File: src/rtl/matmul_pkg.sv
// Shared widths, base addresses and loader state encoding
// for the matmul feeder slice.
package matmul_pkg;

    localparam int ADDR_W = 10;
    localparam int DATA_W = 32;
    localparam int DIM    = 4;
    localparam int CNT_W  = $clog2(DIM);

    localparam logic [ADDR_W-1:0] A_BASE = 10'h000;
    localparam logic [ADDR_W-1:0] B_BASE = 10'h100;
    localparam logic [ADDR_W-1:0] C_BASE = 10'h200;

    typedef enum logic [2:0] {
        S_IDLE,
        S_LOAD_A,
        S_LOAD_B,
        S_KICK,
        S_WAIT_BUSY,
        S_WAIT_DONE
    } ld_state_e;

endpackage

File: src/rtl/matmul_loader_byte_packer.sv
// Packs an 8-bit stream into DATA_W words, first byte in the LSB.
// word_valid_o fires combinationally with the byte that completes a word.
module byte_packer
    import matmul_pkg::*;
(
    input  logic              clk,
    input  logic              rstn,
    input  logic              clr_i,
    input  logic              valid_i,
    input  logic [7:0]        data_i,
    output logic              word_valid_o,
    output logic [DATA_W-1:0] word_o
);

    // only the first DIM-1 bytes are held; the last one is merged on the fly
    logic [DATA_W-9:0] pack_q;
    logic [CNT_W-1:0]  cnt_q;

    assign word_valid_o = valid_i && (cnt_q == CNT_W'(DIM - 1));
    assign word_o       = {data_i, pack_q};

    always_ff @(posedge clk or negedge rstn) begin
        if (!rstn) begin
            pack_q <= '0;
            cnt_q  <= '0;
        end else if (clr_i) begin
            pack_q <= '0;
            cnt_q  <= '0;
        end else if (valid_i) begin
            for (int k = 0; k < DIM - 1; k++) begin
                if (cnt_q == CNT_W'(k)) pack_q[8*k +: 8] <= data_i;
            end
            cnt_q <= cnt_q + 1'b1;
        end
    end

endmodule

File: src/rtl/matmul_loader.sv
// Streams A and B into memory, kicks matmul_top and waits for completion.
// Optional watchdog: define MATMUL_LOADER_TIMEOUT_EN.
module matmul_loader
  import matmul_pkg::*;
#(
  parameter int TIMEOUT_CYCLES = 4096
)
(
  input  logic              clk,
  input  logic              rstn,
  input  logic              start,
  output logic              busy,
  output logic              done,
  output logic              err,
  input  logic              s_valid,
  output logic              s_ready,
  input  logic [7:0]        s_data,
  output logic              mem_write_en,
  output logic [ADDR_W-1:0] mem_addr,
  output logic [DATA_W-1:0] mem_data,
  input  logic              mm_ready,
  output logic              kick_start
);

  ld_state_e         state_q;
  logic [CNT_W-1:0]  word_cnt_q;
  logic              busy_q, done_q, s_ready_q, we_q, kick_q;
  logic [ADDR_W-1:0] addr_q;
  logic [DATA_W-1:0] data_q;
  logic              acc, word_vld;
  logic [DATA_W-1:0] word;

  assign acc = s_valid && s_ready_q;

  byte_packer u_packer (
    .clk          (clk),
    .rstn         (rstn),
    .clr_i        (state_q == S_IDLE),
    .valid_i      (acc),
    .data_i       (s_data),
    .word_valid_o (word_vld),
    .word_o       (word)
  );

`ifdef MATMUL_LOADER_TIMEOUT_EN
  localparam int TW = $clog2(TIMEOUT_CYCLES);
  logic [TW-1:0] tmo_q;
  logic          err_q, run, expire;

  assign run    = state_q inside {S_KICK, S_WAIT_BUSY, S_WAIT_DONE};
  assign expire = run && (tmo_q == TW'(TIMEOUT_CYCLES - 1));
  assign err    = err_q;

  always_ff @(posedge clk or negedge rstn) begin
    if (!rstn)    tmo_q <= '0;
    else if (run) tmo_q <= tmo_q + 1'b1;
    else          tmo_q <= '0;
  end
`else
  assign err = 1'b0;
`endif

  always_ff @(posedge clk or negedge rstn) begin
    if (!rstn) begin
      state_q    <= S_IDLE;
      word_cnt_q <= '0;
      busy_q     <= 1'b0;
      done_q     <= 1'b0;
      s_ready_q  <= 1'b0;
      we_q       <= 1'b0;
      kick_q     <= 1'b0;
      addr_q     <= '0;
      data_q     <= '0;
`ifdef MATMUL_LOADER_TIMEOUT_EN
      err_q      <= 1'b0;
`endif
    end else begin
      done_q <= 1'b0;
      we_q   <= 1'b0;
      kick_q <= 1'b0;
`ifdef MATMUL_LOADER_TIMEOUT_EN
      err_q  <= 1'b0;
`endif
      unique case (state_q)
        S_IDLE: begin
          if (start) begin
            state_q    <= S_LOAD_A;
            busy_q     <= 1'b1;
            s_ready_q  <= 1'b1;
            word_cnt_q <= '0;
          end
        end
        S_LOAD_A, S_LOAD_B: begin
          if (word_vld) begin
            we_q       <= 1'b1;
            data_q     <= word;
            addr_q     <= ((state_q == S_LOAD_A) ? A_BASE : B_BASE)
                          + ADDR_W'(word_cnt_q);
            word_cnt_q <= word_cnt_q + 1'b1;
            if (word_cnt_q == CNT_W'(DIM - 1)) begin
              word_cnt_q <= '0;
              if (state_q == S_LOAD_A) begin
                state_q <= S_LOAD_B;
              end else begin
                state_q   <= S_KICK;
                s_ready_q <= 1'b0;
              end
            end
          end
        end
        S_KICK: begin
          if (!we_q && mm_ready) begin
            kick_q  <= 1'b1;
            state_q <= S_WAIT_BUSY;
          end
        end
        S_WAIT_BUSY: begin
          if (!mm_ready) state_q <= S_WAIT_DONE;
        end
        S_WAIT_DONE: begin
          if (mm_ready) begin
            done_q  <= 1'b1;
            busy_q  <= 1'b0;
            state_q <= S_IDLE;
          end
        end
        default: state_q <= S_IDLE;
      endcase
`ifdef MATMUL_LOADER_TIMEOUT_EN
      if (expire) begin
        err_q   <= 1'b1;
        done_q  <= 1'b0;
        busy_q  <= 1'b0;
        kick_q  <= 1'b0;
        state_q <= S_IDLE;
      end
`endif
    end
  end

  assign busy         = busy_q;
  assign done         = done_q;
  assign s_ready      = s_ready_q;
  assign mem_write_en = we_q;
  assign mem_addr     = addr_q;
  assign mem_data     = data_q;
  assign kick_start   = kick_q;

endmodule

File: config.mk
export PLATFORM = sky130hd
export DESIGN_NAME = matmul_loader
export DESIGN_NICKNAME = d
export VERILOG_FILES = /design/src/rtl/matmul_pkg.sv /design/src/rtl/matmul_loader_byte_packer.sv /design/src/rtl/matmul_loader.sv
export SDC_FILE = /design/constraint.sdc
export NUM_CORES = 1
export LEC_CHECK = 0
export CAP_MARGIN = 0
export CORE_ASPECT_RATIO = 1.25
export CORE_MARGIN = 3
export CORE_UTILIZATION = 46
export CTS_CLUSTER_DIAMETER = 100
export DETAILED_ROUTE_END_ITERATION = 10
export PLACE_DENSITY_LB_ADDON = 0.05
export SLEW_MARGIN = 20
export SYNTH_ARGS = -nofsm -noshare
export SYNTH_HDL_FRONTEND = slang
export SYNTH_SLANG_ARGS = --single-unit
File: constraint.sdc
create_clock -name clk -period 1.5 [get_ports clk]
set_input_delay 0.15 -clock clk [delete_from_list [all_inputs] [get_ports clk]]
set_output_delay 0.15 -clock clk [all_outputs]
set_load 0.1 [all_outputs]
# Yosys cells after proc, flatten, opt, wreduce, memory -nomap -nowiden
# Cells that the tools add are included.
word_totals:
  output_inout_bits: 48
  wordCells: 86
  inputBits: 13
  ff_bits: 78
classes:
  add_sub_neg: 3
  n_eq_ne: 16
  n_reduce_logical: 21
  n_mux: 33
ops:
  columns: ["op", "count"]
  rows:
  - ["$mux W24", 2]
  - ["$mux W8", 3]
  - ["$mux W3", 6]
  - ["$pmux W3 S5", 1]
  - ["$mux W1", 12]
  - ["$ne A2 B2 Y1 const B", 6]
  - ["$reduce_bool A2 Y1", 6]
  - ["$add A9 B2 Y10", 1]
  - ["$mux W2", 5]
  - ["$mux W9", 1]
  - ["$reduce_and A2 Y1", 4]
  - ["$eq A2 B2 Y1 const B", 3]
  - ["$eq A3 B2 Y1 const B", 2]
  - ["$eq A3 B3 Y1 const B", 2]
  - ["$reduce_and A3 Y1", 2]
  - ["$reduce_and A6 Y1", 1]
  - ["$reduce_and A5 Y1", 1]
  - ["$add A2 B1 Y2 const B", 2]
  - ["$pmux W1 S2", 2]
  - ["$pmux W2 S2", 1]
  - ["$eq A3 B1 Y1 const B", 1]
  - ["$logic_and A1 B1 Y1", 3]
  - ["$logic_not A3 Y1", 1]
  - ["$eq A2 B1 Y1 const B", 1]
  - ["other kinds (4)", 4]

# Depth between registers and ports, before layout
# Gate-level depths: netlist (run 1).
logic_depth:
  ltp_word: 5
  depth_mapped: 8

# Modules after synthesis
# Synthesis (run 1) repeated with hierarchy kept, for this count alone.
hier_totals:
  hier_cells: 252
  hier_area_um2: 3339.5
by_module_without_submodules:
  columns: ["module", "seq_area_each_um2", "n_inst", "cells_per_inst", "area_each_um2"]
  rows:
  - ["matmul_loader", 1126.1, 1, 143, 2040.7]
  - ["byte_packer", 650.6, 1, 109, 1298.7]

# Worst setup path before layout (run 1)
# No wires, ideal clock.
synth_timing:
  kind: "register -> register"
  from: "register s_ready_q (netlist: s_ready)"
  to: "register data_q[18] (netlist: mem_data[18])"
  n_path_buf: 3
  setup_slack_ns: -0.648
  setup_time_ns: 0.128
  synth_period_minus_slack_ns: 2.148
  path_stages_with_launch: 7
  arrival_ns: 2.020
  path_cell_list: "dfrtp_1 > clkbuf_1 > nand3_1 > nor2_2 > buf_6 > buf_6 > mux2_1"
synth_via:
  elab_chain_cells: 3
synth_lines:
  columns: ["item", "line", "source"]
  rows:
  - ["start: declaration", "matmul_loader.sv:27", "logic busy_q, done_q, s_ready_q, we_q, kick_q;"]
  - ["start signal: assignment", "matmul_loader.sv:69", "s_ready_q <= 1'b0;"]
  - ["start signal: assignment", "matmul_loader.sv:89", "s_ready_q <= 1'b1;"]
  - ["start signal: assignment", "matmul_loader.sv:106", "s_ready_q <= 1'b0;"]
  - ["$logic_and A1 B1 Y1", "matmul_loader.sv:33", "assign acc = s_valid && s_ready_q;"]
  - ["$logic_and A1 B1 Y1", "matmul_loader_byte_packer.sv:19", "assign word_valid_o = valid_i && (cnt_q == CNT_W'(DIM - 1));"]
  - ["$reduce_and A2 Y1 (no line)", null, null]
  - ["end signal: assignment", "matmul_loader.sv:96", "data_q <= word;"]
  - ["end: declaration", "matmul_loader.sv:29", "logic [DATA_W-1:0] data_q;"]
# No other way between the ends.
# A chain may end at the register's enable or synchronous reset.

# Worst setup path after layout (run 1)
layout_timing:
  from: "register state_q[0]"
  to: "register data_q[1] (netlist: mem_data[1])"
layout_via:
  elab_chain_cells: 3
layout_lines:
  columns: ["item", "line", "source"]
  rows:
  - ["start: declaration", "matmul_loader.sv:25", "ld_state_e state_q;"]
  - ["start signal: assignment", "matmul_loader.sv:65", "state_q <= S_IDLE;"]
  - ["start signal: assignment", "matmul_loader.sv:87", "state_q <= S_LOAD_A;"]
  - ["start signal: assignment", "matmul_loader.sv:103", "state_q <= S_LOAD_B;"]
  - ["$eq A3 B1 Y1 or $eq A3 B2 Y1 (tied branches)", "matmul_loader.sv:84", "unique case (state_q)"]
  - ["$reduce_or A2 Y1 *", "matmul_loader.sv:84", null]
  - ["$reduce_and A2 Y1 (no line) *", null, null]
# Every way passes the cells marked *; elsewhere a longest branch is shown, timed or not.

==> impl_metrics.csv, run 1 <==
group,metric,value,unit
placement,place.gp.congestion,0.8937,
worst_hold_path,hold_path_class,"primary input to asynchronous set/reset pin",
synthesis,synth_area,2999,um2
synthesis,synth_edf_count,0,
global_routing,antenna_found_initial,0,
detailed_routing,avgRoutedWirePerCell,16.16,um
worst_setup_path,critPathCaptureType,"flip-flop",
sta,hold_violations,0,
global_routing,track_usage,0.1791,
sta,report.final.slew_viol_count,0,
worst_setup_path,cp-start-kind,"flip-flop",
die,initial_utilization,0.4802,
sta,fin_worst_hold_slack,0.3526,ns
clock_network,cts_tree,"built",
detailed_routing,drtIter0Drc,60,
worst_setup_path,cp.required,1.72,ns
clock_network,cts_buffers,9,
die,die_w,78.22,um
synthesis,synthCells,234,
detailed_routing,routed_wl,6561,um
placement,placed_area,4272,um2
synthesis,async_flop_share,1.000,
synthesis,synth_cell_type_count,31,
worst_setup_path,worstPathCellList,"xor2_1, nand2_1, nor2_4, buf_4, buf_12, mux2_2",
clock_network,cts_sinks,71,
placement,port_buffers,52,
worst_setup_path,reg2reg_slack,-0.08,ns
global_routing,first_global_vias,2049,
detailed_routing,firstDrtPassIters,4,
die,fp.coreArea,6246,um2
detailed_routing,routed_via_density,5.000,
cells_and_area,area_growth_syn_to_layout,54.40,%
outcome,violations,"setup timing",
detailed_routing,final_antenna_net_count,0,
die,num_io_pins,61,
sta,clock_skew,0.01495,ns
global_routing,grt_overflow_total,0,
cells_and_area,layout-drive-gt1-share,0.4174,
synthesis,yosys_warnings,0,
clock_network,h-tree-depth,3,
die,num_rows,32,
sta,fin_setup_tns,-1.389,ns
global_routing,grt_pass1_wl,10210,um
detailed_routing,vias,2030,
worst_setup_path,crit_path_top_delay_cell,"dfrtp_1",
cells_and_area,stdcell_area,4631,um2
cells_and_area,fin_util,0.7414,
worst_setup_path,slowest_delay,0.39,ns
sta,min_period,1.582,ns
sta,rsz0062_at_grt,"true",
synthesis,synth-seq-cells,71,
sta,timing.final.ws_setup,-0.08209,ns
worst_setup_path,path_class,"flip-flop to flip-flop",
die,dieHeight,96.28,um
cells_and_area,layout.nets,334,
sta,fmax,632.1,MHz
clock_network,clk_path_buf_depth,2,
die,die_area,7531,um2
clock_network,clkTransAtPathRegs,0.08,ns
sta,period_share,1.055,
cells_and_area,antennaDiodeCount,0,
detailed_routing,drc_errors,0,
global_routing,grt_max_degree,72,
clock_network,insertion_delay,0.34,ns
worst_setup_path,crit_path_max_fanout,13,
placement,dp_hpwl,4239,um
synthesis,avgSynthCellArea,12.82,um2
outcome,status,"complete, but fails checks",
clock_network,root_buffer,"clkbuf_8",
run,maxCapViolations,0,
sta,final-setup-viol-count,36,
worst_setup_path,cp.arrival,1.81,ns
synthesis,ys_seq_area_frac,0.5924,
synthesis,synth_ff_type,"dfrtp_1",
## critical path, delay by kind of cell (launching register included)
family	cells	cell delay, ns
DFF	1	0.39
muxes	1	0.35
buffers and inverters	2	0.28
and+or+nand+nor	2	0.26
xor gates and xnor gates	1	0.19
## stage by stage
stage                     worst slack, ns  cells
final                            -0.08209    406
after global routing              -0.1157    406
after detailed placement          -0.1554    382
after CTS                        -0.05208    399
after global placement            -0.1343    382
after floorplan                   -0.2308    241
## placed cells by master, fill, tap and decap left out, types with 2 or more instances in the layout
cell,n
a21oi_1,4
a31oi_1,4
buf_12,47
buf_4,21
clkbuf_8,10
clkdlybuf4s50_1,11
clkinvlp_4,2
conb_1,8
dfrtp_1,69
dfrtp_4,2
ha_1,4
inv_1,5
inv_6,2
mux2_2,4
mux2_4,30
mux2i_1,23
nand2_1,7
nand3_1,6
nor2_1,30
nor3_1,2
o21ai_0,5
## registers in the layout (all words and copies together), names as in the netlist
| signal | flops |
|---|---|
| busy | 1 |
| done | 1 |
| kick_start | 1 |
| mem_addr | 3 |
| mem_data | 32 |
| mem_write_en | 1 |
| s_ready | 1 |
| state_q | 3 |
| u_packer.cnt_q | 2 |
| u_packer.pack_q | 24 |
| word_cnt_q | 2 |
## what timing repair did
item                       4_1_cts  5_1_grt
resized for setup                1       18
buffers inserted                 0        5
hold endpoints to repair        71        0
gates cloned                     0        2
hold buffers                     1        0
setup endpoints to repair       33       40
pin swaps                        0        2
## area by class of cell
cell class / count / area (um2)
tap: 85 / 106.4
clock inverter: 6 / 67.56
timing repair buffer: 83 / 1264
multi-input combinational: 145 / 1249
sequential: 71 / 1784
inverter: 6 / 22.52
fill: 449 / 1615
clock buffer: 10 / 137.6
## kinds of logic after synthesis
logic type / count (synthesis) / share of synthesized area
flip-flops: 71 / 0.5924
multiplexers: 59 / 0.2115
AND/OR/NAND/NOR: 53 / 0.07802
buffers and inverters: 25 / 0.05256
AO/OA/AOI/OAI: 18 / 0.03755
adder cells (fa/ha/maj): 5 / 0.02086
XOR/XNOR: 2 / 0.005842
other: 1 / 0.001250
## synth_stat cells, types with 3 or more instances
cell type	number	share of area
a21oi_1	4	0.0067
a31oi_1	4	0.0083
buf_2	3	0.0050
buf_4	10	0.025
buf_6	3	0.011
clkbuf_1	3	0.0038
dfrtp_1	71	0.59
ha_1	5	0.021
inv_1	6	0.0075
mux2_1	16	0.060
mux2_2	19	0.071
mux2i_1	24	0.080
nand2_1	7	0.0088
nand3_1	7	0.012
nor2_1	30	0.038
nor3_1	3	0.0050
o21ai_0	5	0.0083
## metal layers
layer / up-vias / GRT usage / routed length (um)
met5: - / 0 / 0
met4: 0 / 0.1035 / 168
met2: 48 / 0.2921 / 3373
met1: 1024 / 0.2205 / 2768
li1: 945 / - / -
met3: 13 / 0.03933 / 250
## worst paths after layout
check,cells after the start,from,to
max in group asynchronous,3,rstn,mem_write_en
min reg2reg,1,u_packer.pack_q[20],mem_data[20]
min in group clk,3,s_data[1],u_packer.pack_q[17]
min,3,rstn,s_ready
max,6,state_q[0],mem_data[1]
max reg2reg,6,state_q[0],mem_data[1]
Power of run 1 is not shown: default switching activity piles up to over one toggle a cycle in this logic, so the estimate is an artifact.
==> run 2: changes to the inputs <==
--- a/config.mk
+++ b/config.mk
@@ -5,6 +5,7 @@
 export SDC_FILE = /design/constraint.sdc
 export NUM_CORES = 1
 export LEC_CHECK = 0
+export ABC_CLOCK_PERIOD_IN_PS = 1500
 export CAP_MARGIN = 0
 export CORE_ASPECT_RATIO = 1.25
 export CORE_MARGIN = 3
==> results of run 2 <==
Same layout as run 1: the final DEF is identical, and so are final timing and power.
Power of run 2 is left out for the same reason.
==> run 3: changes to the inputs <==
--- a/config.mk
+++ b/config.mk
@@ -12,6 +12,7 @@
 export CORE_UTILIZATION = 46
 export CTS_CLUSTER_DIAMETER = 100
 export DETAILED_ROUTE_END_ITERATION = 10
+export HOLD_SLACK_MARGIN = 0.02
 export PLACE_DENSITY_LB_ADDON = 0.05
 export SLEW_MARGIN = 20
 export SYNTH_ARGS = -nofsm -noshare
==> results of run 3 <==
Same layout as run 1: the final DEF is identical, and so are final timing and power.
Power of run 3 is left out for the same reason.
